File: src/rtl/st7735_pkg.sv
// ---------------------------------------------------------------------------
// st7735_pkg
// Shared definitions for the ST7735 SPI panel-side receiver:
//   - command opcodes decoded by the receiver (CASET, RASET, RAMWR)
//   - byte-level decode FSM state encoding
//   - RGB565 pixel layout (red in the high bits, sent high byte first)
// ---------------------------------------------------------------------------
package st7735_pkg;

   localparam logic [7:0] CMD_CASET = 8'h2A;
   localparam logic [7:0] CMD_RASET = 8'h2B;
   localparam logic [7:0] CMD_RAMWR = 8'h2C;

   typedef enum logic [1:0] {
      ST_IDLE    = 2'd0,
      ST_CASET_P = 2'd1,
      ST_RASET_P = 2'd2,
      ST_RAMWR   = 2'd3
   } rx_state_e;

   typedef struct packed {
      logic [4:0] red;
      logic [5:0] green;
      logic [4:0] blue;
   } rgb565_t;

endpackage : st7735_pkg

File: src/rtl/spi_byte_rx.sv
// ---------------------------------------------------------------------------
// spi_byte_rx
// Oversampling SPI (mode 0, MSB first) byte receiver in the clk domain.
// Each pin passes through SYNC_STAGES flops; a rising edge of the
// synchronized SPI clock while chip select is low shifts in one bit and the
// 8th bit produces a one-cycle byte strobe.
//
// Optional macro ST7735_SPI_RX_STATS_EN adds the trunc_pulse output, a
// one-cycle strobe when chip select rises with a partial byte pending.
//
// Ports:
//   clk, reset          system clock, synchronous active-high reset
//   spi_cs/clk/mosi/dc  raw SPI pins, asynchronous to clk
//   byte_valid          one-cycle strobe, byte received
//   byte_data, byte_dc  received byte and dc sampled with its 8th bit
//   trunc_pulse         (macro only) partial byte discarded by a cs rise
// ---------------------------------------------------------------------------
module spi_byte_rx #(
   parameter int SYNC_STAGES = 2
) (
   input  logic       clk,
   input  logic       reset,
   input  logic       spi_cs,
   input  logic       spi_clk,
   input  logic       spi_mosi,
   input  logic       spi_dc,
   output logic       byte_valid,
   output logic [7:0] byte_data,
   output logic       byte_dc
`ifdef ST7735_SPI_RX_STATS_EN
   ,
   output logic       trunc_pulse
`endif
);

   // Synchronizer lanes, packed as {cs, clk, mosi, dc}.
   localparam int LANE_CS   = 3;
   localparam int LANE_CLK  = 2;
   localparam int LANE_MOSI = 1;
   localparam int LANE_DC   = 0;
   localparam logic [3:0] SYNC_RESET = 4'b1000;  // cs idle high, rest low

   logic [3:0] sync_q [SYNC_STAGES];
   logic [3:0] sync_d [SYNC_STAGES];

   logic       sclk_prev_q, sclk_prev_d;
   logic       cs_prev_q, cs_prev_d;
   logic [2:0] bit_cnt_q, bit_cnt_d;
   logic [6:0] shift_q, shift_d;
   logic       byte_valid_q, byte_valid_d;
   logic [7:0] byte_data_q, byte_data_d;
   logic       byte_dc_q, byte_dc_d;

   logic cs_s, sclk_s, mosi_s, dc_s;
   logic sample, last_bit;

   assign cs_s   = sync_q[SYNC_STAGES-1][LANE_CS];
   assign sclk_s = sync_q[SYNC_STAGES-1][LANE_CLK];
   assign mosi_s = sync_q[SYNC_STAGES-1][LANE_MOSI];
   assign dc_s   = sync_q[SYNC_STAGES-1][LANE_DC];

   // Gating on the previous cs value lets a clock edge that lands together
   // with the cs rise still complete its byte.
   assign sample   = sclk_s & ~sclk_prev_q & ~cs_prev_q;
   assign last_bit = sample && (bit_cnt_q == 3'd7);

   always_comb begin
      sync_d[0] = {spi_cs, spi_clk, spi_mosi, spi_dc};
      for (int i = 1; i < SYNC_STAGES; i++) begin
         sync_d[i] = sync_q[i-1];
      end
   end

   always_comb begin
      // NOTE: every signal gets a default before any branch so that no path
      // leaves it unassigned; a missing default here would infer a latch.
      sclk_prev_d  = sclk_s;
      cs_prev_d    = cs_s;
      bit_cnt_d    = bit_cnt_q;
      shift_d      = shift_q;
      byte_valid_d = 1'b0;
      byte_data_d  = byte_data_q;
      byte_dc_d    = byte_dc_q;

      if (sample) begin
         shift_d   = {shift_q[5:0], mosi_s};
         bit_cnt_d = bit_cnt_q + 3'd1;  // 7 wraps to 0 on the last bit
      end
      if (last_bit) begin
         byte_valid_d = 1'b1;
         byte_data_d  = {shift_q, mosi_s};
         byte_dc_d    = dc_s;
      end
      if (cs_s) begin
         bit_cnt_d = 3'd0;
      end
   end

   always_ff @(posedge clk) begin
      // NOTE: sequential state is written only with non-blocking assignments
      // so every flop samples the pre-edge values of its neighbours.
      if (reset) begin
         // NOTE: the synchronizer array is reset explicitly; it is a chain of
         // individual flops, not a RAM, so a reset costs nothing and keeps
         // a stale pin value from producing an edge right after reset.
         for (int i = 0; i < SYNC_STAGES; i++) begin
            sync_q[i] <= SYNC_RESET;
         end
         sclk_prev_q  <= 1'b0;
         cs_prev_q    <= 1'b1;
         bit_cnt_q    <= 3'd0;
         shift_q      <= 7'd0;
         byte_valid_q <= 1'b0;
         byte_data_q  <= 8'd0;
         byte_dc_q    <= 1'b0;
      end else begin
         for (int i = 0; i < SYNC_STAGES; i++) begin
            sync_q[i] <= sync_d[i];
         end
         sclk_prev_q  <= sclk_prev_d;
         cs_prev_q    <= cs_prev_d;
         bit_cnt_q    <= bit_cnt_d;
         shift_q      <= shift_d;
         byte_valid_q <= byte_valid_d;
         byte_data_q  <= byte_data_d;
         byte_dc_q    <= byte_dc_d;
      end
   end

   assign byte_valid = byte_valid_q;
   assign byte_data  = byte_data_q;
   assign byte_dc    = byte_dc_q;

`ifdef ST7735_SPI_RX_STATS_EN
   logic trunc_q, trunc_d;

   // A cs rise truncates when bits are pending or a non-final bit arrives
   // with it; a completing 8th bit is not a truncation.
   always_comb begin
      trunc_d = cs_s && !last_bit && ((bit_cnt_q != 3'd0) || sample);
   end

   always_ff @(posedge clk) begin
      if (reset) begin
         trunc_q <= 1'b0;
      end else begin
         trunc_q <= trunc_d;
      end
   end

   assign trunc_pulse = trunc_q;
`endif

endmodule : spi_byte_rx

File: src/rtl/st7735_spi_rx.sv
// ---------------------------------------------------------------------------
// st7735_spi_rx
// Panel-side receiver for the 4-wire ST7735 SPI stream. Bytes from
// spi_byte_rx are decoded: CASET/RASET set the column/row window, RAMWR
// streams RGB565 pixels (high byte first) which are emitted with their
// (x, y) address. The address walks the window row by row and wraps.
//
// Optional macro ST7735_SPI_RX_STATS_EN enables saturating frame and
// truncation counters; without it frame_count/trunc_count are tied to 0.
//
// Ports:
//   clk, reset              system clock, synchronous active-high reset
//   oled_cs/clk/mosi/dc     SPI pins (mode 0, cs active low, dc=1 data)
//   byte_valid/data/dc      raw byte strobe from the SPI receiver
//   pix_valid, pix_x/y      one-cycle pixel strobe and its address
//   pix_color               RGB565 colour
//   frame_done              strobe with the pixel at the window end
//   frame_count/trunc_count statistics (macro only, else 0)
// ---------------------------------------------------------------------------
module st7735_spi_rx
   import st7735_pkg::*;
#(
   parameter int SYNC_STAGES = 2,
   parameter int X_WIDTH     = 8,
   parameter int Y_WIDTH     = 7,
   parameter int COL_MAX     = 159,
   parameter int ROW_MAX     = 127
) (
   input  logic               clk,
   input  logic               reset,
   input  logic               oled_cs,
   input  logic               oled_clk,
   input  logic               oled_mosi,
   input  logic               oled_dc,
   output logic               byte_valid,
   output logic [7:0]         byte_data,
   output logic               byte_dc,
   output logic               pix_valid,
   output logic [X_WIDTH-1:0] pix_x,
   output logic [Y_WIDTH-1:0] pix_y,
   output logic [15:0]        pix_color,
   output logic               frame_done,
   output logic [15:0]        frame_count,
   output logic [15:0]        trunc_count
);

   // Window parameters arrive as 16-bit big-endian values; only the low
   // AW bits of either axis are ever kept.
   localparam int AW = (X_WIDTH > Y_WIDTH) ? X_WIDTH : Y_WIDTH;

`ifdef ST7735_SPI_RX_STATS_EN
   logic trunc_pulse;
`endif

   spi_byte_rx #(
      .SYNC_STAGES (SYNC_STAGES)
   ) u_byte_rx (
      .clk         (clk),
      .reset       (reset),
      .spi_cs      (oled_cs),
      .spi_clk     (oled_clk),
      .spi_mosi    (oled_mosi),
      .spi_dc      (oled_dc),
      .byte_valid  (byte_valid),
      .byte_data   (byte_data),
      .byte_dc     (byte_dc)
`ifdef ST7735_SPI_RX_STATS_EN
      ,
      .trunc_pulse (trunc_pulse)
`endif
   );

   rx_state_e          state_q, state_d;
   logic [1:0]         param_idx_q, param_idx_d;
   logic [AW-1:0]      acc_q, acc_d;      // low AW bits of the byte stream
   logic [AW-1:0]      start_q, start_d;  // start value held until byte 3
   logic [X_WIDTH-1:0] xs_q, xs_d, xe_q, xe_d, x_q, x_d;
   logic [Y_WIDTH-1:0] ys_q, ys_d, ye_q, ye_d, y_q, y_d;
   logic [7:0]         hi_q, hi_d;
   logic               half_q, half_d;
   logic               pix_valid_q, pix_valid_d;
   logic [X_WIDTH-1:0] pix_x_q, pix_x_d;
   logic [Y_WIDTH-1:0] pix_y_q, pix_y_d;
   rgb565_t            pix_color_q, pix_color_d;
   logic               frame_done_q, frame_done_d;

   // ---------------- state register ----------------
   always_ff @(posedge clk) begin
      if (reset) begin
         state_q      <= ST_IDLE;
         param_idx_q  <= 2'd0;
         acc_q        <= '0;
         start_q      <= '0;
         xs_q         <= '0;
         xe_q         <= X_WIDTH'(COL_MAX);
         x_q          <= '0;
         ys_q         <= '0;
         ye_q         <= Y_WIDTH'(ROW_MAX);
         y_q          <= '0;
         hi_q         <= 8'd0;
         half_q       <= 1'b0;
         pix_valid_q  <= 1'b0;
         pix_x_q      <= '0;
         pix_y_q      <= '0;
         pix_color_q  <= '0;
         frame_done_q <= 1'b0;
      end else begin
         state_q      <= state_d;
         param_idx_q  <= param_idx_d;
         acc_q        <= acc_d;
         start_q      <= start_d;
         xs_q         <= xs_d;
         xe_q         <= xe_d;
         x_q          <= x_d;
         ys_q         <= ys_d;
         ye_q         <= ye_d;
         y_q          <= y_d;
         hi_q         <= hi_d;
         half_q       <= half_d;
         pix_valid_q  <= pix_valid_d;
         pix_x_q      <= pix_x_d;
         pix_y_q      <= pix_y_d;
         pix_color_q  <= pix_color_d;
         frame_done_q <= frame_done_d;
      end
   end

   // ---------------- next-state logic ----------------
   always_comb begin
      state_d = state_q;
      if (byte_valid) begin
         if (!byte_dc) begin
            case (byte_data)
               CMD_CASET: state_d = ST_CASET_P;
               CMD_RASET: state_d = ST_RASET_P;
               CMD_RAMWR: state_d = ST_RAMWR;
               default:   state_d = ST_IDLE;
            endcase
         end else if ((state_q == ST_CASET_P || state_q == ST_RASET_P) &&
                      param_idx_q == 2'd3) begin
            state_d = ST_IDLE;
         end
      end
   end

   // ---------------- output / datapath logic ----------------
   always_comb begin
      param_idx_d  = param_idx_q;
      acc_d        = acc_q;
      start_d      = start_q;
      xs_d         = xs_q;
      xe_d         = xe_q;
      x_d          = x_q;
      ys_d         = ys_q;
      ye_d         = ye_q;
      y_d          = y_q;
      hi_d         = hi_q;
      half_d       = half_q;
      pix_valid_d  = 1'b0;
      pix_x_d      = pix_x_q;
      pix_y_d      = pix_y_q;
      pix_color_d  = pix_color_q;
      frame_done_d = 1'b0;

      if (byte_valid) begin
         if (!byte_dc) begin
            param_idx_d = 2'd0;
            if (byte_data == CMD_RAMWR) begin
               x_d    = xs_q;
               y_d    = ys_q;
               half_d = 1'b0;
            end
         end else begin
            case (state_q)
               ST_CASET_P, ST_RASET_P: begin
                  acc_d       = AW'({acc_q, byte_data});
                  param_idx_d = param_idx_q + 2'd1;
                  if (param_idx_q == 2'd1) begin
                     start_d = acc_d;
                  end
                  if (param_idx_q == 2'd3) begin
                     if (state_q == ST_CASET_P) begin
                        xs_d = X_WIDTH'(start_q);
                        xe_d = X_WIDTH'(acc_d);
                     end else begin
                        ys_d = Y_WIDTH'(start_q);
                        ye_d = Y_WIDTH'(acc_d);
                     end
                  end
               end
               ST_RAMWR: begin
                  if (!half_q) begin
                     hi_d   = byte_data;
                     half_d = 1'b1;
                  end else begin
                     half_d       = 1'b0;
                     pix_valid_d  = 1'b1;
                     pix_x_d      = x_q;
                     pix_y_d      = y_q;
                     pix_color_d  = {hi_q, byte_data};
                     frame_done_d = (x_q == xe_q) && (y_q == ye_q);
                     // Equality (not >=) ends a row, so a window with
                     // start > end wraps through zero before reaching it.
                     if (x_q == xe_q) begin
                        x_d = xs_q;
                        y_d = (y_q == ye_q) ? ys_q : y_q + 1'b1;
                     end else begin
                        x_d = x_q + 1'b1;
                     end
                  end
               end
               default: ;  // data bytes in IDLE are ignored
            endcase
         end
      end
   end

   assign pix_valid  = pix_valid_q;
   assign pix_x      = pix_x_q;
   assign pix_y      = pix_y_q;
   assign pix_color  = pix_color_q;
   assign frame_done = frame_done_q;

`ifdef ST7735_SPI_RX_STATS_EN
   logic [15:0] frame_cnt_q, frame_cnt_d;
   logic [15:0] trunc_cnt_q, trunc_cnt_d;

   always_comb begin
      frame_cnt_d = frame_cnt_q;
      trunc_cnt_d = trunc_cnt_q;
      if (frame_done_d && frame_cnt_q != 16'hFFFF) begin
         frame_cnt_d = frame_cnt_q + 16'd1;
      end
      if (trunc_pulse && trunc_cnt_q != 16'hFFFF) begin
         trunc_cnt_d = trunc_cnt_q + 16'd1;
      end
   end

   always_ff @(posedge clk) begin
      if (reset) begin
         frame_cnt_q <= 16'd0;
         trunc_cnt_q <= 16'd0;
      end else begin
         frame_cnt_q <= frame_cnt_d;
         trunc_cnt_q <= trunc_cnt_d;
      end
   end

   assign frame_count = frame_cnt_q;
   assign trunc_count = trunc_cnt_q;
`else
   assign frame_count = 16'd0;
   assign trunc_count = 16'd0;
`endif

endmodule : st7735_spi_rx

File: config.mk
export PLATFORM = sky130hd
export DESIGN_NAME = st7735_spi_rx
export DESIGN_NICKNAME = d
export VERILOG_FILES = /design/src/rtl/st7735_pkg.sv /design/src/rtl/spi_byte_rx.sv /design/src/rtl/st7735_spi_rx.sv
export SDC_FILE = /design/constraint.sdc
export NUM_CORES = 1
export LEC_CHECK = 0
export ABC_AREA = 1
export CORE_MARGIN = 2
export CORE_UTILIZATION = 35
export CTS_CLUSTER_SIZE = 8
export DETAILED_ROUTE_END_ITERATION = 8
export GPL_ROUTABILITY_DRIVEN = 0
export MAX_ROUTING_LAYER = met4
export PLACE_DENSITY = 0.65
export REMOVE_ABC_BUFFERS = 1
export SYNTH_ARGS = -nofsm -noshare
export SYNTH_HDL_FRONTEND = slang
export SYNTH_SLANG_ARGS = --single-unit
File: constraint.sdc
create_clock -name clk -period 3.7 [get_ports clk]
set_input_delay 0.37 -clock clk [delete_from_list [all_inputs] [get_ports clk]]
set_output_delay 0.37 -clock clk [all_outputs]
set_load 0.05 [all_outputs]
==> reports/metrics.csv, run 1 <==
metric;value;unit
total_power;3.22;mW
power_switching;0.744;mW
switching_share;0.231;
wl_met2;5530;µm
synth.cell_area;5450;µm²
hpwl;8010;µm
crit_buf_inv;1;
via_per_inst;4.70;
grt_overflow;0;
max_freq;428;MHz
power_frac_comb;0.036;
p_leak;2.66;nW
drc_errors;0;
reg2reg_to;xs_q[3];
synth_commonest_cells;dfxtp_1, nor2_1, nand2_1, o21ai_0, inv_1;
hold_path_depth;2;
die_h;129;µm
path_clk_slew;0.06;ns
rr_startpoint;state_q[1];
die-area;16600;µm²
cp_slowest_cell;clkdlybuf4s50_1;
grt_pass1_vias;4102;
cts_resized;0;
ys_types;44;
synthArstFlopShare;0;
synthTopCellsByArea;dfxtp_1, o21ai_0, nor2_1;
status;complete, no violations;
synth_edf_count;0;
rsz0062_at_grt;false;
power_density;491;nW/µm²
initial_utilization;0.358;
met3WireLength;526;µm
antenna_found_initial;0;
finalSetupViolations;0;
dr.pass1.iters;4;
setup_ws;1.36;ns
ctsHoldBuffers;0;
synth_top_area_cell;dfxtp_1;
final.setup.tns;0;ns
min_period_over_period;0.632;
dp_cells;910;
clockBufferDepth;2;
yosysWarnings;0;
core_area;15200;µm²
fin_util;0.432;
crit_required;3.33;ns
fillers;1533;
grt_first_pass_wirelength;20100;µm
synth-seq-cells;129;
cp-start-kind;register;
pwr-share-seq;0.434;
h-tree-depth;4;
first_iter_violations;291;
layout_min_cycle_time;2.34;ns
vdd_drop_max;0.277;mV
skew;0.0103;ns
post_cts_buffers;0;
wire_per_inst;13.0;µm
drive_gt1_frac;0.0862;
end_kind;output pin;
crit_type;register to output pin;
max_cap_viol_count;0;
slew_headroom;0.490;
final_hold_viol_count;0;
syn_area_per_cell;7.79;µm²
ios;81;
netlist_instances;699;
port_buffers;48;
worstPathCellList;clkdlybuf4s50_1;
cp_top_family;buffers and inverters;
synthFlopType;dfxtp_1;
whs_endpoint;u_byte_rx.sync_q[0][6];
clk_latency;0.41;ns
die_w;129;µm
synth_top_area_share;0.474;
gr-usage-all-layers;0.159;
clkSinkCount;129;
hold_path_class;register to register;
hold_start;u_byte_rx.sync_q[0][2];
fin_cells;942;
numCtsBuffers;17;
clock-root-buffer;clkbuf_16;
antenna_left;0;
cp.arrival;1.97;ns
num_rows;45;
ys_seq_area_frac;0.474;
wl_met1;6030;µm
p_int;2.48;mW
clkPwrFrac;0.531;
pre_cts_slack;1.64;ns
wirelength;12200;µm
top_layer_used;met4;
synth_most_common_cell;dfxtp_1;
reg2reg_slack;1.58;ns
n_antenna_cell;0;
via_count;4430;
worst_pin_slew;0.762;ns
cp_slowest_stage_delay;0.92;ns
cp_max_fo;8;
reg2reg_depth;7;
final_max_slew_viol_count;0;
cts_tree;built;
grt_max_degree;94;
area_growth;20.5;%
final_nets;755;
==> logic make-up after synthesis <==
kind of cell / Yosys count / synth area share
XOR/XNOR: 11 / 0.0177
adder cells (fa/ha/maj): 8 / 0.0184
buffers and inverters: 128 / 0.119
other: 1 / 0.000688
flip-flops: 129 / 0.474
AO/OA/AOI/OAI: 171 / 0.169
AND/OR/NAND/NOR: 251 / 0.202
==> power groups by stage <==
| stage | registers (mW) | logic, mW | clock network, mW |
|---|---|---|---|
| global route | 1.40 | 0.124 | 1.81 |
| CTS | 1.40 | 0.115 | 1.74 |
| floorplan | 1.43 | 0.0944 | 0 |
| detailed placement | 1.43 | 0.115 | 0 |
| finish | 1.40 | 0.115 | 1.71 |
| global placement | 1.43 | 0.115 | 0 |
==> metrics by stage <==
step           area (µm²)  hold slack (ns)
3_5_place_dp         5960            0.394
3_3_place_gp         5960            0.390
6_report             6560            0.402
5_1_grt              6560            0.417
4_1_cts              6560            0.403
2_1_floorplan        5170            0.388
==> per-layer routing <==
metal | track usage | up-vias
li1 | - | 2298
met1 | 0.214 | 2030
met2 | 0.234 | 88
met3 | 0.0362 | 14
met4 | 0.0575 | 0
met5 | - | -
==> placed cells by master (no fill, tap or decap), types with 3 or more instances in the layout <==
cell type        synthesis  final
clkdlybuf4s50_1          0     48
inv_1                   59     58
conb_1                   1     32
bufinv_16                0      3
xnor2_1                  6      6
ha_1                     8      8
nand2_2                  3      3
inv_2                    6      7
xor2_1                   5      5
o21ai_0                 92     92
clkbuf_16                0     17
o211ai_1                14     14
dfxtp_1                129    129
nor2_1                 112    112
nand3_1                 24     24
inv_6                    1      5
o21ai_1                  6      6
buf_4                   36      4
nand2_1                 92     92
clkinvlp_4               0      4
a21oi_1                 51     51
==> state kept, by name, summed over array words and instances, names as in the netlist <==
| register | flops |
|---|---|
| pix_color | 16 |
| hi_q | 8 |
| pix_x | 8 |
| start_q | 8 |
| u_byte_rx.byte_data | 8 |
| u_byte_rx.sync_q | 8 |
| x_q | 8 |
| xe_q | 8 |
| xs_q | 8 |
| pix_y | 7 |
| u_byte_rx.shift_q | 7 |
| y_q | 7 |
| ye_q | 7 |
| ys_q | 7 |
| u_byte_rx.bit_cnt_q | 3 |
| param_idx_q | 2 |
| state_q | 2 |
| frame_done | 1 |
| half_q | 1 |
| pix_valid | 1 |
| u_byte_rx.byte_dc | 1 |
| u_byte_rx.byte_valid | 1 |
| u_byte_rx.cs_prev_q | 1 |
| u_byte_rx.sclk_prev_q | 1 |
==> worst max-delay path by stage <==
stage	start	to	slack [ns]	depth (start not counted)
finish	u_byte_rx.byte_data[5]	byte_data[5]	1.36	1
global route	u_byte_rx.byte_data[5]	byte_data[5]	1.31	1
CTS	u_byte_rx.byte_data[3]	byte_data[3]	1.34	1
detailed placement	state_q[1]	xs_q[5]	1.64	7
global placement	reset	param_idx_q[1]	1.67	6
floorplan	u_byte_rx.byte_dc	pix_color[0]	1.28	6
==> layout make-up <==
| type | instances | area, µm² | area share |
|---|---|---|---|
| Clock buffer | 17 | 425 | 0.0648 |
| Tap cell | 188 | 235 | 0.0358 |
| Clock inverter | 15 | 183 | 0.0278 |
| Timing Repair Buffer | 54 | 551 | 0.0839 |
| Multi-Input combinational cell | 473 | 2330 | 0.356 |
| Sequential cell | 129 | 2580 | 0.393 |
| Inverter | 66 | 253 | 0.0385 |
(Power assumes the default switching activity.)
==> run 2: changes to the inputs <==
Clock period 3.7 ns to 2.4 ns, I/O delays scaled along.
==> run 2 against run 1 <==
  * Sequential power up 54%
  * Worst hold slack worse by 0.067 ns
  * Final area decreased by 0.15%
  * First-iteration DRC count down 15%
  * Sequential cell count unchanged
  * Critical path depth stayed put
  * Die area unchanged
  * Routed wire length up 1.4%
  * Critical path type unchanged
==> reports/metrics.csv, run 2 (synthesized netlist as in run 1, its figures left out) <==
metric;value;unit;change
p_leak;2.67;nW;+0.70%
grt_overflow;0;;unchanged
met3WireLength;589;µm;+12%
min_period_over_period;0.885;;
fin_util;0.431;;-0.000659
numCtsBuffers;17;;unchanged
end_kind;output pin;;
p_int;3.61;mW;+46%
layout_common_cells;dfxtp_1, nor2_1, nand2_1, o21ai_0, inv_1;;
via_per_inst;4.72;;+0.31%
power_density;725;nW/µm²;+48%
switching_share;0.241;;+0.00953
dr.pass1.iters;7;;+3
wirelength;12400;µm;+1.4%
crit_type;register to output pin;;
status;complete, no violations;;
final_max_slew_viol_count;0;;unchanged
final_common_cell;dfxtp_1;;
clock-root-buffer;clkbuf_16;;
pwr-share-seq;0.453;;+0.019
n_antenna_cell;0;;unchanged
drc_errors;0;;unchanged
path_clk_slew;0.06;ns;about the same
wl_met2;5760;µm;+4.2%
die-area;16600;µm²;unchanged
clkPwrFrac;0.509;;-0.022
final_hold_viol_count;0;;unchanged
gr-usage-all-layers;0.163;;+0.00367
cts_resized;0;;unchanged
top_layer_used;met4;;
clkSinkCount;129;;unchanged
cts_tree;built;;
first_iter_violations;248;;-15%
total_power;4.75;mW;+47%
hold_start;oled_clk;;
die_w;129;µm;unchanged
rr_startpoint;u_byte_rx.byte_valid;;
cp_max_fo;8;;unchanged
crit_buf_inv;1;;unchanged
ios;81;;unchanged
wire_per_inst;13.1;µm;+0.75%
antenna_left;0;;unchanged
final_nets;761;;+0.79%
cp-start-kind;register;;
clk_latency;0.41;ns;about the same
hpwl;8430;µm;+5.3%
drive_gt1_frac;0.0934;;+0.00721
grt_max_degree;68;;-28%
power_switching;1.14;mW;+54%
grt_pass1_vias;4234;;+3.2%
largest_register_ffs;16;;unchanged
area_growth;20.3;%;
layout_min_cycle_time;2.12;ns;
num_rows;45;;unchanged
initial_utilization;0.358;;unchanged
startpoint;u_byte_rx.byte_data[5];;
finalSetupViolations;0;;unchanged
core_area;15200;µm²;unchanged
cp_slowest_cell;clkdlybuf4s50_1;;
power_frac_comb;0.038;;+0.002
worst_pin_slew;0.554;ns;-0.208 ns
via_count;4472;;+0.95%
hold_path_class;input port to register;;
clockBufferDepth;2;;unchanged
slew_headroom;0.629;;+0.139
h-tree-depth;4;;unchanged
skew;0.00632;ns;-0.00401 ns
cp_slowest_stage_delay;0.91;ns;about the same
die_h;129;µm;unchanged
vdd_drop_max;0.416;mV;+50%
cp.arrival;1.88;ns;-0.09 ns
ctsHoldBuffers;0;;unchanged
max_freq;471;MHz;
grt_first_pass_wirelength;20700;µm;+2.8%
wl_met1;5980;µm;-0.78%
post_cts_buffers;0;;unchanged
worstPathCellList;clkdlybuf4s50_1;;
rsz0062_at_grt;false;;
cp_top_family;buffers and inverters;;
crit_required;2.16;ns;-1.17 ns
port_buffers;48;;unchanged
antenna_found_initial;0;;unchanged
max_cap_viol_count;0;;unchanged
## run 2: layout make-up
| type | instances | area [µm²] |
|---|---|---|
| Clock inverter | 15 | 140 |
| Clock buffer | 17 | 425 |
| Fill cell | 1534 | 8650 |
| Sequential cell | 129 | 2580 |
| Inverter | 66 | 253 |
| Tap cell | 188 | 235 |
| Timing Repair Buffer | 60 | 583 |
| Multi-Input combinational cell | 473 | 2330 |
## run 2: power by group through the flow
stage	registers [mW]	clock network (mW)	logic, mW
after CTS	2.15	2.47	0.179
after detailed placement	2.20	0	0.179
after global placement	2.20	0	0.179
final	2.15	2.42	0.179
after global routing	2.15	2.57	0.192
after floorplan	2.20	0	0.145
## run 2: path summary, 6_finish.rpt
path                            endpoint  slack [ns]  cells after the start
hold reg to reg   u_byte_rx.sync_q[0][4]        0.40                      2
setup reg to reg                  y_q[3]        0.61                      9
setup / recovery            byte_data[5]        0.28                      1
hold / removal    u_byte_rx.sync_q[0][2]        0.34                      3
## run 2: metal layers
layer | vias up | global-route usage
met3 | 9 | 0.0428
met1 | 2069 | 0.210
met4 | 0 | 0.0403
li1 | 2296 | -
met5 | - | -
met2 | 98 | 0.254
## run 2: stage by stage
stage          hold WS, ns  std cells  TNS [ns]  worst slack (ns)  area (µm²)
2_1_floorplan        0.302        668    -0.264           -0.0155        5170
3_3_place_gp         0.391        916         0             0.649        5990
3_5_place_dp         0.399        916         0             0.644        5990
4_1_cts              0.323        948         0             0.250        6550
5_1_grt              0.347        948         0             0.227        6550
6_report             0.335        948         0             0.276        6550
## run 2: tightest hold or removal path, delay by kind of cell
| kind | cells | cell delay (ns) |
|---|---|---|
| and+or+nand+nor | 1 | 0.03 |
| buffers and inverters | 2 | 0.44 |
